### src/rtl/clk_div_prog_if.sv
// Control/status bundle for the programmable clock divider: run control and
// config from the sequencing master, divided clocks and strobes back.
interface clk_div_prog_if #(
  parameter int NCH   = 2,
  parameter int CNT_W = 8
);
  logic [NCH-1:0]       enable;
  logic                 sync;
  logic [NCH-1:0]       cfg_load;
  logic [NCH*CNT_W-1:0] div_ratio;
  logic [NCH*CNT_W-1:0] high_cnt;
  logic [NCH-1:0]       clk_out;
  logic [NCH-1:0]       rise_tick;
  logic [NCH-1:0]       fall_tick;
  logic [NCH-1:0]       cfg_pend;
  logic [NCH-1:0]       cfg_err;

  modport master (
    output enable, sync, cfg_load, div_ratio, high_cnt,
    input  clk_out, rise_tick, fall_tick, cfg_pend, cfg_err
  );

  modport slave (
    input  enable, sync, cfg_load, div_ratio, high_cnt,
    output clk_out, rise_tick, fall_tick, cfg_pend, cfg_err
  );
endinterface

### src/rtl/clk_div_prog.sv
// Multi-channel programmable divider: each channel is N-H cycles low then H high,
// with shadowed config that only takes effect on a period boundary.
module clk_div_prog #(
  parameter int NCH      = 2,
  parameter int CNT_W    = 8,
  parameter int DEF_DIV  = 12,
  parameter int DEF_HIGH = 6
) (
  input logic           clk_50M,
  input logic           rst,
  clk_div_prog_if.slave bus
);
  localparam logic [CNT_W-1:0] DEF_N = CNT_W'(DEF_DIV);
  localparam logic [CNT_W-1:0] DEF_H = CNT_W'(DEF_HIGH);
  localparam logic [CNT_W-1:0] ONE   = CNT_W'(1);
  localparam logic [CNT_W-1:0] TWO   = CNT_W'(2);

  for (genvar g = 0; g < NCH; g++) begin : g_ch
    logic [CNT_W-1:0] cnt_q, cnt_d;
    logic [CNT_W-1:0] n_q, n_d, h_q, h_d;
    logic [CNT_W-1:0] sn_q, sn_d, sh_q, sh_d;
    logic             pend_q, pend_d, err_q, err_d;
    logic             clk_q, clk_d, rise_q, rise_d, fall_q, fall_d;
    logic [CNT_W-1:0] ld_n, ld_h;
    logic             ld_ok, apply_ld, run, wrap;

    always_comb begin
      ld_n     = bus.div_ratio[g*CNT_W +: CNT_W];
      ld_h     = bus.high_cnt[g*CNT_W +: CNT_W];
      ld_ok    = (ld_n >= TWO) && (ld_h != '0) && (ld_h < ld_n);
      apply_ld = bus.cfg_load[g] && ld_ok;
      run      = bus.enable[g] && !bus.sync;
      wrap     = (cnt_q == n_q - ONE);

      cnt_d  = cnt_q;
      n_d    = n_q;
      h_d    = h_q;
      sn_d   = sn_q;
      sh_d   = sh_q;
      pend_d = pend_q;
      err_d  = err_q;

      if (bus.cfg_load[g]) err_d = !ld_ok;

      if (run && !wrap) begin
        cnt_d = cnt_q + ONE;
        if (apply_ld) begin
          sn_d   = ld_n;
          sh_d   = ld_h;
          pend_d = 1'b1;
        end
      end else begin
        // Boundary, disable and sync all restart the period; a load arriving
        // here goes straight to active and beats any older shadow value.
        cnt_d  = '0;
        pend_d = 1'b0;
        if (apply_ld) begin
          n_d = ld_n;
          h_d = ld_h;
        end else if (pend_q) begin
          n_d = sn_q;
          h_d = sh_q;
        end
      end

      clk_d  = run && (cnt_d >= n_d - h_d);
      rise_d = run && (cnt_d == n_d - h_d);
      fall_d = run && wrap;
    end

    always_ff @(posedge clk_50M or posedge rst) begin
      if (rst) begin
        cnt_q  <= '0;
        n_q    <= DEF_N;
        h_q    <= DEF_H;
        sn_q   <= '0;
        sh_q   <= '0;
        pend_q <= 1'b0;
        err_q  <= 1'b0;
        clk_q  <= 1'b0;
        rise_q <= 1'b0;
        fall_q <= 1'b0;
      end else begin
        cnt_q  <= cnt_d;
        n_q    <= n_d;
        h_q    <= h_d;
        sn_q   <= sn_d;
        sh_q   <= sh_d;
        pend_q <= pend_d;
        err_q  <= err_d;
        clk_q  <= clk_d;
        rise_q <= rise_d;
        fall_q <= fall_d;
      end
    end

    assign bus.clk_out[g]   = clk_q;
    assign bus.rise_tick[g] = rise_q;
    assign bus.fall_tick[g] = fall_q;
    assign bus.cfg_pend[g]  = pend_q;
    assign bus.cfg_err[g]   = err_q;
  end
endmodule

### src/flat_wrapper.sv
// flat-port wrapper written by rule: the top's interface ports become plain ports
module clk_div_prog_flat 
#(
  parameter int NCH      = 2,
  parameter int CNT_W    = 8,
  parameter int DEF_DIV  = 12,
  parameter int DEF_HIGH = 6
)
  (clk_50M, rst, bus_enable, bus_sync, bus_cfg_load, bus_div_ratio, bus_high_cnt, bus_clk_out, bus_rise_tick, bus_fall_tick, bus_cfg_pend, bus_cfg_err);
  clk_div_prog_if #(.NCH(NCH), .CNT_W(CNT_W)) bus_i ();
  input logic clk_50M;
  input logic rst;
  input wire logic [$bits(bus_i.enable)-1:0] bus_enable;
  input wire logic [$bits(bus_i.sync)-1:0] bus_sync;
  input wire logic [$bits(bus_i.cfg_load)-1:0] bus_cfg_load;
  input wire logic [$bits(bus_i.div_ratio)-1:0] bus_div_ratio;
  input wire logic [$bits(bus_i.high_cnt)-1:0] bus_high_cnt;
  output wire logic [$bits(bus_i.clk_out)-1:0] bus_clk_out;
  output wire logic [$bits(bus_i.rise_tick)-1:0] bus_rise_tick;
  output wire logic [$bits(bus_i.fall_tick)-1:0] bus_fall_tick;
  output wire logic [$bits(bus_i.cfg_pend)-1:0] bus_cfg_pend;
  output wire logic [$bits(bus_i.cfg_err)-1:0] bus_cfg_err;
  assign bus_i.enable = bus_enable;
  assign bus_i.sync = bus_sync;
  assign bus_i.cfg_load = bus_cfg_load;
  assign bus_i.div_ratio = bus_div_ratio;
  assign bus_i.high_cnt = bus_high_cnt;
  assign bus_clk_out = bus_i.clk_out;
  assign bus_rise_tick = bus_i.rise_tick;
  assign bus_fall_tick = bus_i.fall_tick;
  assign bus_cfg_pend = bus_i.cfg_pend;
  assign bus_cfg_err = bus_i.cfg_err;
  clk_div_prog #(.NCH(NCH), .CNT_W(CNT_W), .DEF_DIV(DEF_DIV), .DEF_HIGH(DEF_HIGH)) u_core (.clk_50M(clk_50M), .rst(rst), .bus(bus_i));
endmodule
### config.mk
export PLATFORM = sky130hd
export DESIGN_NAME = clk_div_prog_flat
export DESIGN_NICKNAME = d
export VERILOG_FILES = /design/src/rtl/clk_div_prog_if.sv /design/src/rtl/clk_div_prog.sv /design/src/flat_wrapper.sv
export SDC_FILE = /design/constraint.sdc
export NUM_CORES = 1
export LEC_CHECK = 0
export ABC_AREA = 1
export BUFFER_PORTS_ARGS = -buffer_cell sky130_fd_sc_hd__buf_2
export CORE_MARGIN = 10
export CORE_UTILIZATION = 61
export DETAILED_ROUTE_END_ITERATION = 8
export PLACE_DENSITY_LB_ADDON = 0.08
export SYNTH_ARGS = -nofsm -noshare
export SYNTH_HDL_FRONTEND = slang
export SYNTH_SLANG_ARGS = --single-unit
export TNS_END_PERCENT = 30
### constraint.sdc
create_clock -name clk_50M -period 4.5 [get_ports clk_50M]
set_input_delay 0 -clock clk_50M [delete_from_list [all_inputs] [get_ports clk_50M]]
set_output_delay 0 -clock clk_50M [all_outputs]
set_load 0.1 [all_outputs]
### Yosys cells after proc, flatten, opt, wreduce, memory -nomap -nowiden

Cells that the tools add are included.

* flip-flop bits (word level): 90
* logic and storage cells: 81
* output and inout bits: 10
* memories kept: 0
* input port bits: 39
* bits in read-only memories: 0
* latch bits: 0
* bits in writable memories: 0

* muxes and demuxes: 18
* $mul: 0
* equality and inequality tests: 6
* shift-type cells: 0
* bitwise gates (word level): 0
* $add $sub $neg: 6
* divide/modulo/power cells: 0
* reduce and logical (&&, ||, !) cells: 25
* magnitude comparators: 6

Operators by type and width (count)
* $mux 8: 14
* $eq 8x8->1: 4
* $add 8x1->8 const B: 2
* $ge 8x2->1 const B: 2
* $ge 8x8->1: 2
* $logic_and 1x1->1: 16
* $lt 8x8->1: 2
* $reduce_bool 8->1: 2
* $sub 8x1->8 const B: 2
* $sub 8x8->8: 2
* $logic_not 1->1: 5
* $mux 1: 4
* $ne 2x1->1 const B: 2
* $reduce_and 2->1: 2

### Longest topological paths before layout

* word-level depth: 9
* mapped depth: 33
* mapped depth without buffers: 31

### Least setup slack after synthesis

No wires, ideal clock.

* kind: reg2reg
* from: register u_core.g_ch[1].n_q[0]
* to: register u_core.g_ch[1].clk_q
* cell stages (with the launch flop): 33
* arrival time: 3814 ps
* buffers on the path: 2
* slack: 568 ps
* clock period less this slack: 3932 ps
* library setup time: 118 ps
* cell sequence: dfrtp_1 > inv_2 > ha_1 > or2_1 > nand2_1 > nand2_1 > nand2_1 > nand3_1 > nor2_2 > nand2_4 > nand2_4 > buf_6 > buf_6 > o211ai_1 > o21ai_2 > inv_2 > ha_1 > a21oi_1 > o21ai_0 > a21oi_1 > o21bai_1 > nand2_1 > nand2_1 > a21oi_1 > nand3_1 > nand2_1 > inv_1 > ha_1 > nand2_1 > inv_1 > nand3_1 > o221ai_1 > a21o_1

* longest elaborated chain between the ends: 8

RTL lines
* start, declared: RTL line clk_div_prog.sv:20 `logic [CNT_W-1:0] n_q, n_d, h_q, h_d;`
* start signal, assigned: RTL line clk_div_prog.sv:85 `n_q <= n_d;`
* $sub 8x1->8: RTL line clk_div_prog.sv:33 `wrap = (cnt_q == n_q - ONE);`
* $eq 8x8->1: RTL line clk_div_prog.sv:33
* $logic_not 1->1: RTL line clk_div_prog.sv:45 `if (run && !wrap) begin`
* $logic_and 1x1->1: RTL line clk_div_prog.sv:45
* $mux 8: RTL line clk_div_prog.sv:45
* named net u_core.g_ch[1].h_d[2]: RTL line clk_div_prog.sv:20
* $sub 8x8->8: RTL line clk_div_prog.sv:66 `clk_d = run && (cnt_d >= n_d - h_d);`
* $ge 8x8->1: RTL line clk_div_prog.sv:66
* $logic_and 1x1->1: RTL line clk_div_prog.sv:66
* named net u_core.g_ch[1].clk_d: RTL line clk_div_prog.sv:23 `logic clk_q, clk_d, rise_q, rise_d, fall_q, fall_d;`
* end signal, assigned: RTL line clk_div_prog.sv:91 `clk_q <= clk_d;`
* end, declared: RTL line clk_div_prog.sv:23

The timed path passes the listed nets, and every way through them passes these cells.
A chain may end at the register's enable or synchronous reset.

### Worst setup path after layout

* from: register u_core.g_ch[0].n_q[0]
* to: register u_core.g_ch[0].clk_q

* longest elaborated chain between the ends: 8

RTL lines (RTL line)
* start, declared: clk_div_prog.sv:20
* start signal, assigned: clk_div_prog.sv:85
* $sub 8x1->8: clk_div_prog.sv:33
* $eq 8x8->1: clk_div_prog.sv:33
* $logic_not 1->1: clk_div_prog.sv:45
* $logic_and 1x1->1: clk_div_prog.sv:45
* $mux 8: clk_div_prog.sv:45
* named net u_core.g_ch[0].h_d[0]: clk_div_prog.sv:20
* $sub 8x8->8: clk_div_prog.sv:66
* $ge 8x8->1: clk_div_prog.sv:66
* $logic_and 1x1->1: clk_div_prog.sv:66
* named net u_core.g_ch[0].clk_d: clk_div_prog.sv:23
* end signal, assigned: clk_div_prog.sv:91
* end, declared: clk_div_prog.sv:23

The timed path passes the listed nets, and every way through them passes these cells.

==> out/qor.yml <==
synth_fp_nets: 923
hold_path_class: "in -> reg"
viasPerCell: 5.543
ios: 49
post-place-ws_ns: -0.08591
p_leak_nw: 3.754
drive_above_1_share_pct: 14.81
gp_congestion: 0.8824
seqCellArea_mm2: 0.002262
reg2reg_depth: 21
setup_violations: 0
slew_headroom_pct: 46.17
avgRoutedWirePerCell_um: 15.63
pwr-share-clk_pct: 20.0
endpoint_kind: "flip-flop"
die_w_um: 121.2
r2r-start: "u_core.g_ch[0].n_q[0]$_DFF_PP0_"
p_int_w: 0.001687
yosysWarningCount: 0
critPathMaxFanout: 8
status: "completed"
fin_ws_ns: 0.3033
clockBufferDepth: 2
overflow: 0
syn2layout_area_growth_pct: 15.65
clk_pin_slew_worst_paths_ns: 0.10
die_h_um: 121.2
maxSlewViolCount: 0
fin_crit_sh_pct: 93.26
ys.flop_type: "dfrtp_1"
crit_arrival_ns: 4.46
synth_edf_count: 0
num_rows: 36
power_frac_seq_pct: 37.4
grt_pass1_wl_um: 26700
drt_iter0_drc: 404
final_antenna_net_count: 0
irDropWorstVdd_mv: 0.2062
grtUsageTotal_pct: 22.14
drc: 0
drt_wl_total_um: 16440
switching_share_pct: 40.88
layout_commonest_cell: "nand2_1"
cts.sinks: 90
grt_max_degree: 47
async_flop_share_pct: 100.0
grt_pass1_vias: 5780
cts_tree: "built"
fillers: 771
vias: 5831
hold_viol_final: 0
antenna_found_initial: 1
synth_cell_types: 39
fin_util_pct: 73.29
placed_area_mm2: 0.006505
cts_buffers: 9
dieArea_mm2: 0.01470
port_buffers: 48
period_minus_slack_ns: 4.197
p_comb_share_pct: 42.7
max-cap-violations: 0
synth.cell_area_mm2: 0.006251
clk_latency_ns: 0.37
yosys.area.top_type_share_pct: 32.83
initial_utilization_pct: 63.37
rrSetupSlack_ns: 0.30
startpoint: "u_core.g_ch[0].n_q[0]$_DFF_PP0_"
multiInputGateArea_mm2: 0.003378
required_ns: 4.77
ys_seq_area_share_pct: 36.19
fin_nets: 1002
firstDrtPassIters: 5
cts-root-buf: "clkbuf_8"
most-common-layout-cells: "nand2_1, inv_1, dfrtp_1, o21ai_0, buf_2"
netlist_instances: 834
synth-seq-cells: 90
syn_avg_cell_area_um2: 7.495
h-tree-depth: 3
core-area_mm2: 0.009864
yosysTopAreaCell: "dfrtp_1"
final_cell_area_mm2: 0.007229
power_w: 0.002853
synth.area.top_cells: "dfrtp_1, nand2_1, ha_1"
crit_end: "u_core.g_ch[0].clk_q$_DFF_PP0_"
power.switching_w: 0.001166
powerDensity_mw_per_mm2: 394.7
fmax_mhz: 238.3
worstMarginPinSlew_ns: 0.8074
startpoint_type: "flip-flop"
crit_type: "reg -> reg"
fin_hold_ws_ns: 0.01223
r2r-end: "u_core.g_ch[0].clk_q$_DFF_PP0_"
skew_ns: 0.01093
dp.final_hpwl_um: 11600
-- stage by stage --
step | setup TNS (ns) | std cells
2_1_floorplan | 0 | 834
3_3_place_gp | 0 | 989
3_5_place_dp | -0.09337 | 989
4_1_cts | 0 | 1042
5_1_grt | -0.02329 | 1052
6_report | 0 | 1052
-- synthesized netlist by cell type, types with 2 or more instances --
| cell type | count |
|---|---|
| buf_2 | 8 |
| nand4_1 | 4 |
| buf_6 | 3 |
| nand2_1 | 207 |
| ha_1 | 48 |
| o211a_1 | 2 |
| o21bai_1 | 2 |
| inv_1 | 120 |
| clkbuf_1 | 8 |
| xnor2_1 | 10 |
| o21ai_2 | 6 |
| a21o_1 | 4 |
| nand3_2 | 3 |
| nand2_2 | 3 |
| dfstp_2 | 8 |
| o21ai_0 | 79 |
| xor2_1 | 16 |
| o211ai_1 | 32 |
| dfrtp_1 | 82 |
| nand4_2 | 2 |
| inv_2 | 13 |
| buf_4 | 14 |
| fa_1 | 2 |
| nand3_1 | 41 |
| nand2_4 | 3 |
| nor2_2 | 5 |
| o21ai_1 | 14 |
| nor2_1 | 46 |
| nor3_1 | 7 |
| and3_1 | 2 |
| a21oi_1 | 32 |
-- sequential cells by signal (all words and copies together), names as in the netlist, named ones only --
name / count
u_core.g_ch.err_q: 2
u_core.g_ch.sh_q: 16
u_core.g_ch.rise_q: 2
u_core.g_ch.pend_q: 2
u_core.g_ch.fall_q: 2
u_core.g_ch.sn_q: 16
u_core.g_ch.h_q: 16
u_core.g_ch.n_q: 15
u_core.g_ch.clk_q: 2
u_core.g_ch.cnt_q: 16
-- repair_timing --
action,in CTS,in global routing
pin swaps,0,4
setup endpoints to repair,2,4
buffers inserted,0,6
endpoints found under the hold margin,77,0
hold buffers,37,0
resized for setup,2,21
cloned,0,3
-- power groups by stage --
stage	Clock (W)	Sequential, W	Combinational [W]
after floorplan	0	0.00105	0.000881
after global placement	0	0.00107	0.00108
after detailed placement	0	0.00108	0.00113
after CTS	0.000573	0.00106	0.00116
after global routing	0.000611	0.00108	0.00137
final	0.000569	0.00107	0.00122
-- how the worst min path moves through the flow --
| stage | start | end | depth (start not counted) |
|---|---|---|---|
| global route | bus_div_ratio[13] | u_core.g_ch[1].sn_q[5]$_DFFE_PP0P_ | 3 |
| CTS | bus_div_ratio[13] | u_core.g_ch[1].n_q[5]$_DFF_PP0_ | 3 |
| floorplan | bus_enable[0] | u_core.g_ch[0].fall_q$_DFF_PP0_ | 2 |
| detailed placement | rst | u_core.g_ch[1].sn_q[7]$_DFFE_PP0P_ | 2 |
| finish | bus_div_ratio[13] | u_core.g_ch[1].n_q[5]$_DFF_PP0_ | 3 |
| global placement | rst | u_core.g_ch[1].sn_q[7]$_DFFE_PP0P_ | 2 |
-- cell families after synthesis --
logic type | synth area share, %
xor+xnor | 3.643
flops | 36.19
buf+inv | 11.41
fa+ha+maj | 10.25
simple gates | 22.50
compound gates | 16.01
-- critical path, cell delays in order (launching register included) --
cell,delay (ns)
dfrtp_1,0.40
inv_2,0.12
ha_1,0.25
xnor2_1,0.13
a21oi_1,0.15
nand3_1,0.09
nor2_1,0.20
nand3_4,0.16
nand2_8,0.14
o21ai_0,0.09
a21oi_1,0.12
a21oi_1,0.09
ha_1,0.25
fa_1,0.41
o21ai_1,0.25
a21oi_1,0.10
o21ai_1,0.17
xnor2_1,0.18
ha_1,0.27
nand2_1,0.13
o21ai_0,0.10
a211o_1,0.29
-- cell type report --
class,count,share of cell area (%)
tap,133,2.302
sequential,90,31.29
inverter,133,6.975
multi-input combinational,580,46.73
clock inverter,7,0.9519
clock buffer,9,1.713
timing repair buffer,99,10.00
antenna,1,0.03461
-- routing by layer --
| layer | share of wire [%] | up-vias | wire length, um | global-route usage [%] |
|---|---|---|---|---|
| li1 | - | 2856 | - | - |
| met1 | 39 | 2749 | 6381 | 23.77 |
| met2 | 54 | 175 | 8820 | 41.43 |
| met3 | 3.6 | 51 | 600 | 2.839 |
| met4 | 3.9 | 0 | 638 | 11.25 |
| met5 | 0 | - | 0 | 0 |
(Power assumes the default switching activity.)
